[src/rtl/xyz_channel_arbiter_pkg.sv]
// Shared types for the xyz channel arbiter: the {x,y,z} payload record and the ARB/LOCK state encoding.
// Latency: n/a (types only).
// Backpressure: n/a.
package xyz_arb_pkg;

    localparam int W = 8;

    typedef struct packed {
        logic [W-1:0] x;
        logic [W-1:0] y;
        logic [W-1:0] z;
    } xyz_t;

    typedef enum logic {
        ARB,
        LOCK
    } arb_state_e;

    function automatic int idx_width(input int n);
        return (n > 1) ? $clog2(n) : 1;
    endfunction

endpackage

[src/rtl/xyz_channel_arbiter_if.sv]
// N-way requester bundle plus the single registered output channel, valid/ready on both sides.
// Latency: n/a (wires only).
// Backpressure: out_ready from the consumer, req_ready back to each requester.
interface xyz_channel_arbiter_if #(
    parameter int N = 4
);
    import xyz_arb_pkg::*;

    localparam int IW = idx_width(N);

    logic [N-1:0]   req_valid;
    logic [N-1:0]   req_ready;
    xyz_t [N-1:0]   req_data;
    logic [N-1:0]   req_last;
    logic           out_valid;
    logic           out_ready;
    xyz_t           out_data;
    logic [IW-1:0]  out_index;
    logic           out_last;

    modport master (
        output req_valid, req_data, req_last, out_ready,
        input  req_ready, out_valid, out_data, out_index, out_last
    );

    modport slave (
        input  req_valid, req_data, req_last, out_ready,
        output req_ready, out_valid, out_data, out_index, out_last
    );

endinterface

[src/rtl/xyz_channel_arbiter_rr_pick.sv]
// Rotating-priority picker: first asserted req at ptr, ptr+1, ... with wrap; one-hot and encoded grant.
// Latency: purely combinational.
// Backpressure: none; the caller qualifies the grant with its own ready.
module rr_pick #(
    parameter int N  = 4,
    parameter int IW = (N > 1) ? $clog2(N) : 1
) (
    input  logic [N-1:0]  req,
    input  logic [IW-1:0] ptr,
    output logic [N-1:0]  gnt,
    output logic [IW-1:0] gnt_idx,
    output logic          any
);

    int idx;

    always_comb begin
        gnt     = '0;
        gnt_idx = '0;
        any     = 1'b0;
        idx     = 0;
        for (int k = 0; k < N; k++) begin
            idx = int'(ptr) + k;
            if (idx >= N) begin
                idx = idx - N;
            end
            if (!any && req[idx]) begin
                any          = 1'b1;
                gnt[idx]     = 1'b1;
                gnt_idx      = IW'(idx);
            end
        end
    end

endmodule

[src/rtl/xyz_channel_arbiter.sv]
// Round-robin arbiter sharing one registered {x,y,z} slot among N requesters; XYZ_ARB_LOCK_EN adds multi-beat grant lock.
// Latency: 1 cycle accept-to-out_valid, 1 beat/cycle sustained, drain and reload in the same cycle.
// Backpressure: req_ready is zero for everyone while the slot is full and out_ready is low.
module xyz_channel_arbiter
    import xyz_arb_pkg::*;
#(
    parameter int N = 4,
    parameter int W = 8
) (
    input  logic                 clk,
    input  logic                 rst,
    xyz_channel_arbiter_if.slave bus
);

    localparam int IW = idx_width(N);

    logic [IW-1:0]  ptr;
    logic           out_valid_q;
    logic [3*W-1:0] slot_dat;
    logic [IW-1:0]  out_index_q;
    logic           out_last_q;

    logic           can_load;
    logic           accept;
    logic [N-1:0]   elig;
    logic [IW-1:0]  pick_ptr;
    logic [N-1:0]   gnt;
    logic [IW-1:0]  gnt_idx;
    logic           any;
    logic [IW-1:0]  nxt_ptr;

`ifdef XYZ_ARB_LOCK_EN
    arb_state_e     state;
    logic [IW-1:0]  lock_idx;
    logic [N-1:0]   lock_mask;

    // While locked only the owner is eligible; the picker pointer is irrelevant then.
    always_comb begin
        lock_mask           = '0;
        lock_mask[lock_idx] = 1'b1;
        elig                = bus.req_valid;
        pick_ptr            = ptr;
        if (state == LOCK) begin
            elig     = bus.req_valid & lock_mask;
            pick_ptr = lock_idx;
        end
    end
`else
    logic unused_last;

    assign unused_last = ^bus.req_last;
    assign elig        = bus.req_valid;
    assign pick_ptr    = ptr;
`endif

    rr_pick #(
        .N  (N),
        .IW (IW)
    ) u_pick (
        .req     (elig),
        .ptr     (pick_ptr),
        .gnt     (gnt),
        .gnt_idx (gnt_idx),
        .any     (any)
    );

    assign can_load      = !out_valid_q || bus.out_ready;
    assign accept        = any && can_load && !rst;
    assign bus.req_ready = accept ? gnt : '0;

    assign nxt_ptr = ((N == 1) || (gnt_idx == IW'(N - 1))) ? '0 : gnt_idx + 1'b1;

    assign bus.out_valid = out_valid_q;
    assign bus.out_data  = slot_dat;
    assign bus.out_index = out_index_q;
    assign bus.out_last  = out_last_q;

    // During a lock the winner is always lock_idx, so ptr keeps lock_idx+1 and only
    // becomes visible again once the last beat returns the FSM to ARB.
    always_ff @(posedge clk or posedge rst) begin
        if (rst) begin
            out_valid_q <= 1'b0;
            slot_dat    <= '0;
            out_index_q <= '0;
            out_last_q  <= 1'b0;
            ptr         <= '0;
`ifdef XYZ_ARB_LOCK_EN
            state       <= ARB;
            lock_idx    <= '0;
`endif
        end else if (accept) begin
            out_valid_q <= 1'b1;
            slot_dat    <= bus.req_data[gnt_idx];
            out_index_q <= gnt_idx;
            ptr         <= nxt_ptr;
`ifdef XYZ_ARB_LOCK_EN
            out_last_q  <= bus.req_last[gnt_idx];
            case (state)
                ARB: begin
                    if (!bus.req_last[gnt_idx]) begin
                        state    <= LOCK;
                        lock_idx <= gnt_idx;
                    end
                end
                LOCK: begin
                    if (bus.req_last[gnt_idx]) begin
                        state <= ARB;
                    end
                end
                default: state <= ARB;
            endcase
`else
            out_last_q  <= 1'b1;
`endif
        end else if (bus.out_ready) begin
            out_valid_q <= 1'b0;
        end
    end

endmodule

[src/flat_wrapper.sv]
// flat-port wrapper written by rule: the top's interface ports become plain ports
module xyz_channel_arbiter_flat import xyz_arb_pkg::*;
#(
    parameter int N = 4,
    parameter int W = 8
)
  (clk, rst, bus_req_valid, bus_req_data, bus_req_last, bus_out_ready, bus_req_ready, bus_out_valid, bus_out_data, bus_out_index, bus_out_last);
  xyz_channel_arbiter_if #(.N(N)) bus_i ();
  input  logic clk;
  input  logic rst;
  input wire logic [$bits(bus_i.req_valid)-1:0] bus_req_valid;
  input wire logic [$bits(bus_i.req_data)-1:0] bus_req_data;
  input wire logic [$bits(bus_i.req_last)-1:0] bus_req_last;
  input wire logic [$bits(bus_i.out_ready)-1:0] bus_out_ready;
  output wire logic [$bits(bus_i.req_ready)-1:0] bus_req_ready;
  output wire logic [$bits(bus_i.out_valid)-1:0] bus_out_valid;
  output wire logic [$bits(bus_i.out_data)-1:0] bus_out_data;
  output wire logic [$bits(bus_i.out_index)-1:0] bus_out_index;
  output wire logic [$bits(bus_i.out_last)-1:0] bus_out_last;
  assign bus_i.req_valid = bus_req_valid;
  assign bus_i.req_data = bus_req_data;
  assign bus_i.req_last = bus_req_last;
  assign bus_i.out_ready = bus_out_ready;
  assign bus_req_ready = bus_i.req_ready;
  assign bus_out_valid = bus_i.out_valid;
  assign bus_out_data = bus_i.out_data;
  assign bus_out_index = bus_i.out_index;
  assign bus_out_last = bus_i.out_last;
  xyz_channel_arbiter #(.N(N), .W(W)) u_core (.clk(clk), .rst(rst), .bus(bus_i));
endmodule
[config.mk]
export PLATFORM = sky130hd
export DESIGN_NAME = xyz_channel_arbiter_flat
export DESIGN_NICKNAME = d
export VERILOG_FILES = /design/src/rtl/xyz_channel_arbiter_pkg.sv /design/src/rtl/xyz_channel_arbiter_if.sv /design/src/rtl/xyz_channel_arbiter_rr_pick.sv /design/src/rtl/xyz_channel_arbiter.sv /design/src/flat_wrapper.sv
export SDC_FILE = /design/constraint.sdc
export NUM_CORES = 1
export LEC_CHECK = 0
export ABC_AREA = 1
export CORE_ASPECT_RATIO = 0.75
export CORE_UTILIZATION = 42
export CTS_CLUSTER_SIZE = 14
export DETAILED_ROUTE_END_ITERATION = 7
export MAX_ROUTING_LAYER = met4
export PLACE_DENSITY_LB_ADDON = 0.15
export SLEW_MARGIN = 5
export SYNTH_ARGS = -nofsm -noshare
export SYNTH_HDL_FRONTEND = slang
export SYNTH_SLANG_ARGS = --single-unit
[constraint.sdc]
create_clock -name clk -period 4.1 [get_ports clk]
set_input_delay 1.23 -clock clk [delete_from_list [all_inputs] [get_ports clk]]
set_output_delay 1.23 -clock clk [all_outputs]
set_load 0.03 [all_outputs]
==> flow_summary.ini, run 1 <==
[worst_setup_path]
arrival_ps = 2810
cp_num_buf_inv = 5
cp-end-kind = output pin
critPathRequiredTime_ps = 2870
path_class = in2out
critPathTopFamily = buffers and inverters
worst-path-max-fanout = 5
critical_path.max_stage_delay_ps = 460
r2r_setup_slack_ps = 1160
crit_path_cell_trace = clkdlybuf4s50_1 -> inv_1 -> nand2_2 -> nand3_2 -> nand2_4 -> buf_4 -> a22oi_2 -> o221ai_1 -> nand2_1 -> inv_1 -> buf_4
slowest_stage = clkdlybuf4s50_1
startpoint_type = input pin

[die]
die_w_microns = 99.5
core_sq_mm = 0.00686
die_h_microns = 75.1
start_util = 0.436
row_count = 26
num_io_pins = 139
die_area_sq_mm = 0.00747

[clocking]
cts.clk_slew.worst_paths_ps = 60
cts_inserted_buffers = 5
cts_hold_buf = 0
cts.path.max_buffers = 2
insertion_delay_ps = 280
root_buffer = clkbuf_8
cts_sinks = 30
postCtsSetupBuffers = 0
cts_tree = yes
htreeDepth = 2

[route]
wirelength_mm = 8.90
maxUsedRoutingLayer = met4
detail-route-antenna-nets = 0
wl_met2_mm = 4.22
via_count = 3343
post_drt_wl_per_cell_microns = 12.4
drc_errors = 0
drt_iter0_drc = 112
dr.pass1.iters = 5
dr_wl_met3_microns = 595
wl_met1_mm = 4.02
via_per_inst = 4.67

[synth]
synth_top_area_frac = 0.251
synthFlopType = dfrtp_1
ys_warn_count = 0
synth.most_common_cell = nand2_1
synth_area_leader_cell = dfrtp_1
syn_inst = 491
netlist_top_cells_area = dfrtp_1, nand2_1, inv_1
synth_edf_count = 0
async_flop_share = 1.00
ys_seq_elements = 30
ys_seq_area_frac = 0.251
syn_area_per_cell_sq_um = 6.09
netlist_area_sq_mm = 0.00299
synth_cell_types = 28
syn_nets = 602
ys_top_cells_by_count = nand2_1, inv_1, nand3_1, dfrtp_1, nand3_2

[power_and_ir_drop]
ir_drop_mv = 0.548
p_per_area_mw_per_mm2 = 870
p_total_mw = 3.92
power_leakage_nw = 2.50

[placed_design]
gp_congestion = 0.839
dp.cells = 710
port_buffers = 134
place.detailed.hpwl_mm = 6.50

[sta]
rsz0062_at_grt = yes
final-hold-violation-count = 0
finalSetupViolations = 0
maxClockFrequency_ghz = 0.248
fin_crit_sh = 0.985
tns_ps = 0
slew_violations = 0
slew_headroom = 0.589
fin_worst_skew_ps = 7.97
fin_crit_ps = 4040
worstMarginPinSlew_ps = 617

[grt]
grt_remaining_overflow = 0
grt_max_degree = 49
track_usage = 0.247
grt_pass1_wl_mm = 14.2
grt_pass1_vias = 3148
antenna_found_initial = 0

[final_layout]
diodes = 0
finalNetCount = 730
drive_above_1_share = 0.125
area_growth_pct = 50.6
stdcell_count = 716
fin_util = 0.656

[hold_path]
worst_hold_path_type = reg2reg

[run_status]
outcome = complete, no violations

[flow_run]
max-cap-violations = 0
-- cells by family after synthesis --
kind of cell | count (synthesis) | share of synthesized area
simple gates | 297 | 0.485
buf+inv | 143 | 0.208
flops | 30 | 0.251
compound gates | 16 | 0.0364
fa+ha+maj | 4 | 0.0167
xor+xnor | 1 | 0.00293
-- worst min-delay path: cells and delay by family, from the launching register on --
family / cells / cell delay, ps
DFF: 1 / 340
and+or+nand+nor: 2 / 100
-- layout make-up --
type | count | area, sq um
sequential | 30 | 751
tap | 98 | 123
fill | 611 | 2360
timing repair buffer | 147 | 1450
multi-input combinational | 318 | 1660
clock buffer | 6 | 82.6
inverter | 117 | 444
-- report_power, final --
| part | internal [mW] | switching, mW |
|---|---|---|
| clock network | 0.129 | 0.105 |
| registers | 0.443 | 0.0995 |
| logic | 1.14 | 2.00 |
-- state kept, by name (all words and copies together), names as in the netlist --
signal,flops
u_core.bus.out_valid,1
u_core.bus.out_index,2
u_core.pick_ptr,2
u_core.bus.out_data,24
u_core.bus.out_last,1
-- through the flow --
step / setup WS [ps] / hold slack (ps) / instance area (sq um)
final: 63.2 / 476 / 4500
after detailed placement: -46.6 / 464 / 4380
after global routing: -47.8 / 486 / 4500
after global placement: -10.4 / 451 / 4380
after floorplan: 176 / 585 / 2990
after CTS: 12.2 / 480 / 4460
-- routing by layer --
layer,up-vias,track usage
met5,-,-
met4,0,0.0588
met3,6,0.0455
met2,100,0.431
met1,1497,0.301
li1,1740,-
-- worst paths after layout --
path	start	end	cells after the start
worst max-delay path	bus_req_valid[2]	bus_req_ready[2]	11
worst min-delay path	u_core.bus.out_data[2]$_DFFE_PP0P_	u_core.bus.out_data[2]$_DFFE_PP0P_	2
worst max register to register	u_core.pick_ptr[0]$_DFFE_PP0P_	u_core.bus.out_data[6]$_DFFE_PP0P_	16
worst min register to register	u_core.bus.out_data[2]$_DFFE_PP0P_	u_core.bus.out_data[2]$_DFFE_PP0P_	2
max in group asynchronous	rst	u_core.bus.out_index[1]$_DFFE_PP0P_	3
min in group asynchronous	rst	u_core.pick_ptr[0]$_DFFE_PP0P_	3
-- cell usage in the layout, fill, tap and decap left out --
| master | n |
|---|---|
| buf_12 | 1 |
| o221ai_1 | 2 |
| buf_4 | 16 |
| nor2_1 | 3 |
| nand2_2 | 12 |
| o21a_1 | 1 |
| nand3_2 | 24 |
| ha_1 | 4 |
| nand4_1 | 3 |
| a22oi_1 | 1 |
| clkbuf_8 | 6 |
| inv_1 | 112 |
| xor2_1 | 1 |
| nand2_4 | 2 |
| o21ai_0 | 2 |
| a31oi_1 | 1 |
| o221ai_2 | 1 |
| a21oi_1 | 1 |
| a22oi_2 | 3 |
| or2_2 | 1 |
| nor2_2 | 1 |
| clkdlybuf4s50_1 | 128 |
| nand3_1 | 82 |
| nor2_4 | 2 |
| dfrtp_1 | 30 |
| nand4_4 | 1 |
| inv_6 | 1 |
| o21ai_1 | 2 |
| dlymetal6s2s_1 | 2 |
| nand2_1 | 166 |
| a21oi_2 | 1 |
| inv_2 | 4 |
| a21oi_4 | 1 |
-- repair_timing --
item                                    CTS  global route
pin swaps                                 0             3
resized for setup                         1            14
endpoints found under the setup margin    3             4
Power figures use the tool's default switching activity.
==> run 2: changes to the inputs <==
--- a/config.mk
+++ b/config.mk
@@ -6,13 +6,15 @@
 export NUM_CORES = 1
 export LEC_CHECK = 0
 export ABC_AREA = 1
+export CELL_PAD_IN_SITES_DETAIL_PLACEMENT = 1
+export CELL_PAD_IN_SITES_GLOBAL_PLACEMENT = 2
 export CORE_ASPECT_RATIO = 0.75
-export CORE_UTILIZATION = 42
+export CORE_UTILIZATION = 20
 export CTS_CLUSTER_SIZE = 14
 export DETAILED_ROUTE_END_ITERATION = 7
 export MAX_ROUTING_LAYER = met4
 export PLACE_DENSITY_LB_ADDON = 0.15
-export SLEW_MARGIN = 5
+export SLEW_MARGIN = 20
 export SYNTH_ARGS = -nofsm -noshare
 export SYNTH_HDL_FRONTEND = slang
 export SYNTH_SLANG_ARGS = --single-unit
==> run 2 against run 1 <==
  * Cell count up 15%
  * Clock-buffer cell count unchanged
  * Largest power group unchanged
  * Clock power grew 62%
  * Sequential power shrank 2%
  * Critical path type unchanged
  * Critical endpoint unchanged
==> flow_summary.ini, run 2 (synthesis results as in run 1) <==
[run_status]
outcome = complete, no violations

[power_and_ir_drop]
p_total_mw = 4.22
internal_power_mw = 1.85
pwr-share-comb = 0.784
p_seq_frac = 0.127
p_switching_mw = 2.37
swShare = 0.562
power.share.clock = 0.090
p_per_area_mw_per_mm2 = 889
power_leakage_nw = 2.57
ir_drop_mv = 0.489

[placed_design]
place.detailed.hpwl_mm = 8.07
dp.cells = 812
port_buffers = 134
dpl_cell_area_sq_mm = 0.00450
gp_congestion = 0.832
pre_cts_ws_ps = -117

[route]
detail-route-antenna-nets = 0
drt_iter0_drc = 88
dr.pass1.iters = 4
wirelength_mm = 11.3
drc_errors = 0
via_count = 3414
post_drt_wl_per_cell_microns = 13.8
via_per_inst = 4.15

[worst_setup_path]
path_class = in2out
arrival_ps = 2550
cp-end-kind = output pin
worst-path-max-fanout = 6
critical_path.max_stage_delay_ps = 170
startpoint_type = input pin
critPathTopFamily = simple AND/OR/NAND/NOR gates
critPathRequiredTime_ps = 2870
cp_num_buf_inv = 5
slowest_stage = a21oi_4
crit_path_cell_trace = dlymetal6s2s_1 -> inv_2 -> nand2_2 -> nand3_2 -> nand2_4 -> a21oi_4 -> nand4_1 -> nand3_2 -> inv_2 -> nand2_1 -> inv_1 -> buf_4

[sta]
final-hold-violation-count = 0
rsz0062_at_grt = no
fin_ws_ps = 317
worstMarginPinSlew_ps = 807
tns_ps = 0
slew_violations = 0
fin_crit_ps = 3780
fin_worst_skew_ps = 6.49
finalSetupViolations = 0
maxClockFrequency_ghz = 0.264
holdWs_ps = 478
slew_headroom = 0.461
fin_crit_sh = 0.923

[die]
core_sq_mm = 0.0145
row_count = 38
start_util = 0.206
die_area_sq_mm = 0.0155
die_w_microns = 143
die_h_microns = 108
num_io_pins = 139

[grt]
grt_pass1_vias = 3541
track_usage = 0.153
grt_remaining_overflow = 0
grt_pass1_wl_mm = 18.0
grt_max_degree = 49
antenna_found_initial = 0

[final_layout]
fin_util = 0.326
final_cell_mix = nand2_1, clkdlybuf4s50_1, inv_1, nand3_1, dfrtp_1
largest_reg_flops = 24
fin_area_sq_mm = 0.00474
stdcell_count = 823
ff_latch_area_sq_um = 751
mostFrequentLayoutCell = nand2_1
multi_input_area_sq_mm = 0.00167
diodes = 0
area_growth_pct = 58.6
drive_above_1_share = 0.133
nFillCells = 1860
finalNetCount = 733

[clocking]
cts_hold_buf = 0
cts_inserted_buffers = 5
cts_sinks = 30
cts_tree = yes
cts.path.max_buffers = 2
htreeDepth = 2
root_buffer = clkbuf_16
insertion_delay_ps = 280
cts.clk_slew.worst_paths_ps = 60

[hold_path]
worst_hold_path_type = reg2reg

[flow_run]
max-cap-violations = 0
## run 2: cell type report
cell class	count	area share
multi-input combinational	318	0.353
timing repair buffer	150	0.311
sequential	30	0.158
inverter	117	0.0936
tap	200	0.0527
clock buffer	6	0.0293
clock inverter	2	0.00264
## run 2: worst reg2reg max path, delay by kind of cell (launching register included)
family | cells | cell delay [ps]
simple gates | 10 | 1000
buf+inv | 4 | 970
flops | 1 | 550
fa+ha+maj | 1 | 440
## run 2: what timing repair did
item / CTS / global route
pin swaps: 1 / 5
endpoints found under the setup margin: 4 / 4
resized for setup: 5 / 15
hold endpoints to repair: 0 / 0
buffers inserted: 0 / 3
## run 2: worst paths after layout
kind	start	end	slack [ps]	depth (start not counted)
min reg2reg	u_core.bus.out_last$_DFFE_PP0P_	u_core.bus.out_last$_DFFE_PP0P_	480	1
max reg2reg	u_core.pick_ptr[1]$_DFFE_PP0P_	u_core.bus.out_data[19]$_DFFE_PP0P_	1060	15
max	bus_req_valid[0]	bus_req_ready[2]	320	12
max in group asynchronous	rst	u_core.bus.out_data[21]$_DFFE_PP0P_	2340	3
min in group asynchronous	rst	u_core.bus.out_valid$_DFFE_PP0P_	1430	3
min	u_core.bus.out_last$_DFFE_PP0P_	u_core.bus.out_last$_DFFE_PP0P_	480	1
## run 2: power by group through the flow
stage                     logic (mW)  clock network [mW]  registers (mW)
final                           3.30               0.379           0.533
after floorplan                 2.09                   0           0.776
after detailed placement        3.26                   0           0.536
after global placement          3.20                   0           0.533
after global routing            3.70               0.406           0.554
after CTS                       3.30               0.396           0.535
## run 2: routing by layer
metal	wire, microns	global-route usage	up-vias
met4	42	0.0205	0
li1	-	-	1739
met3	620	0.0307	5
met1	5660	0.199	1588
met2	5010	0.249	82
met5	0	-	-
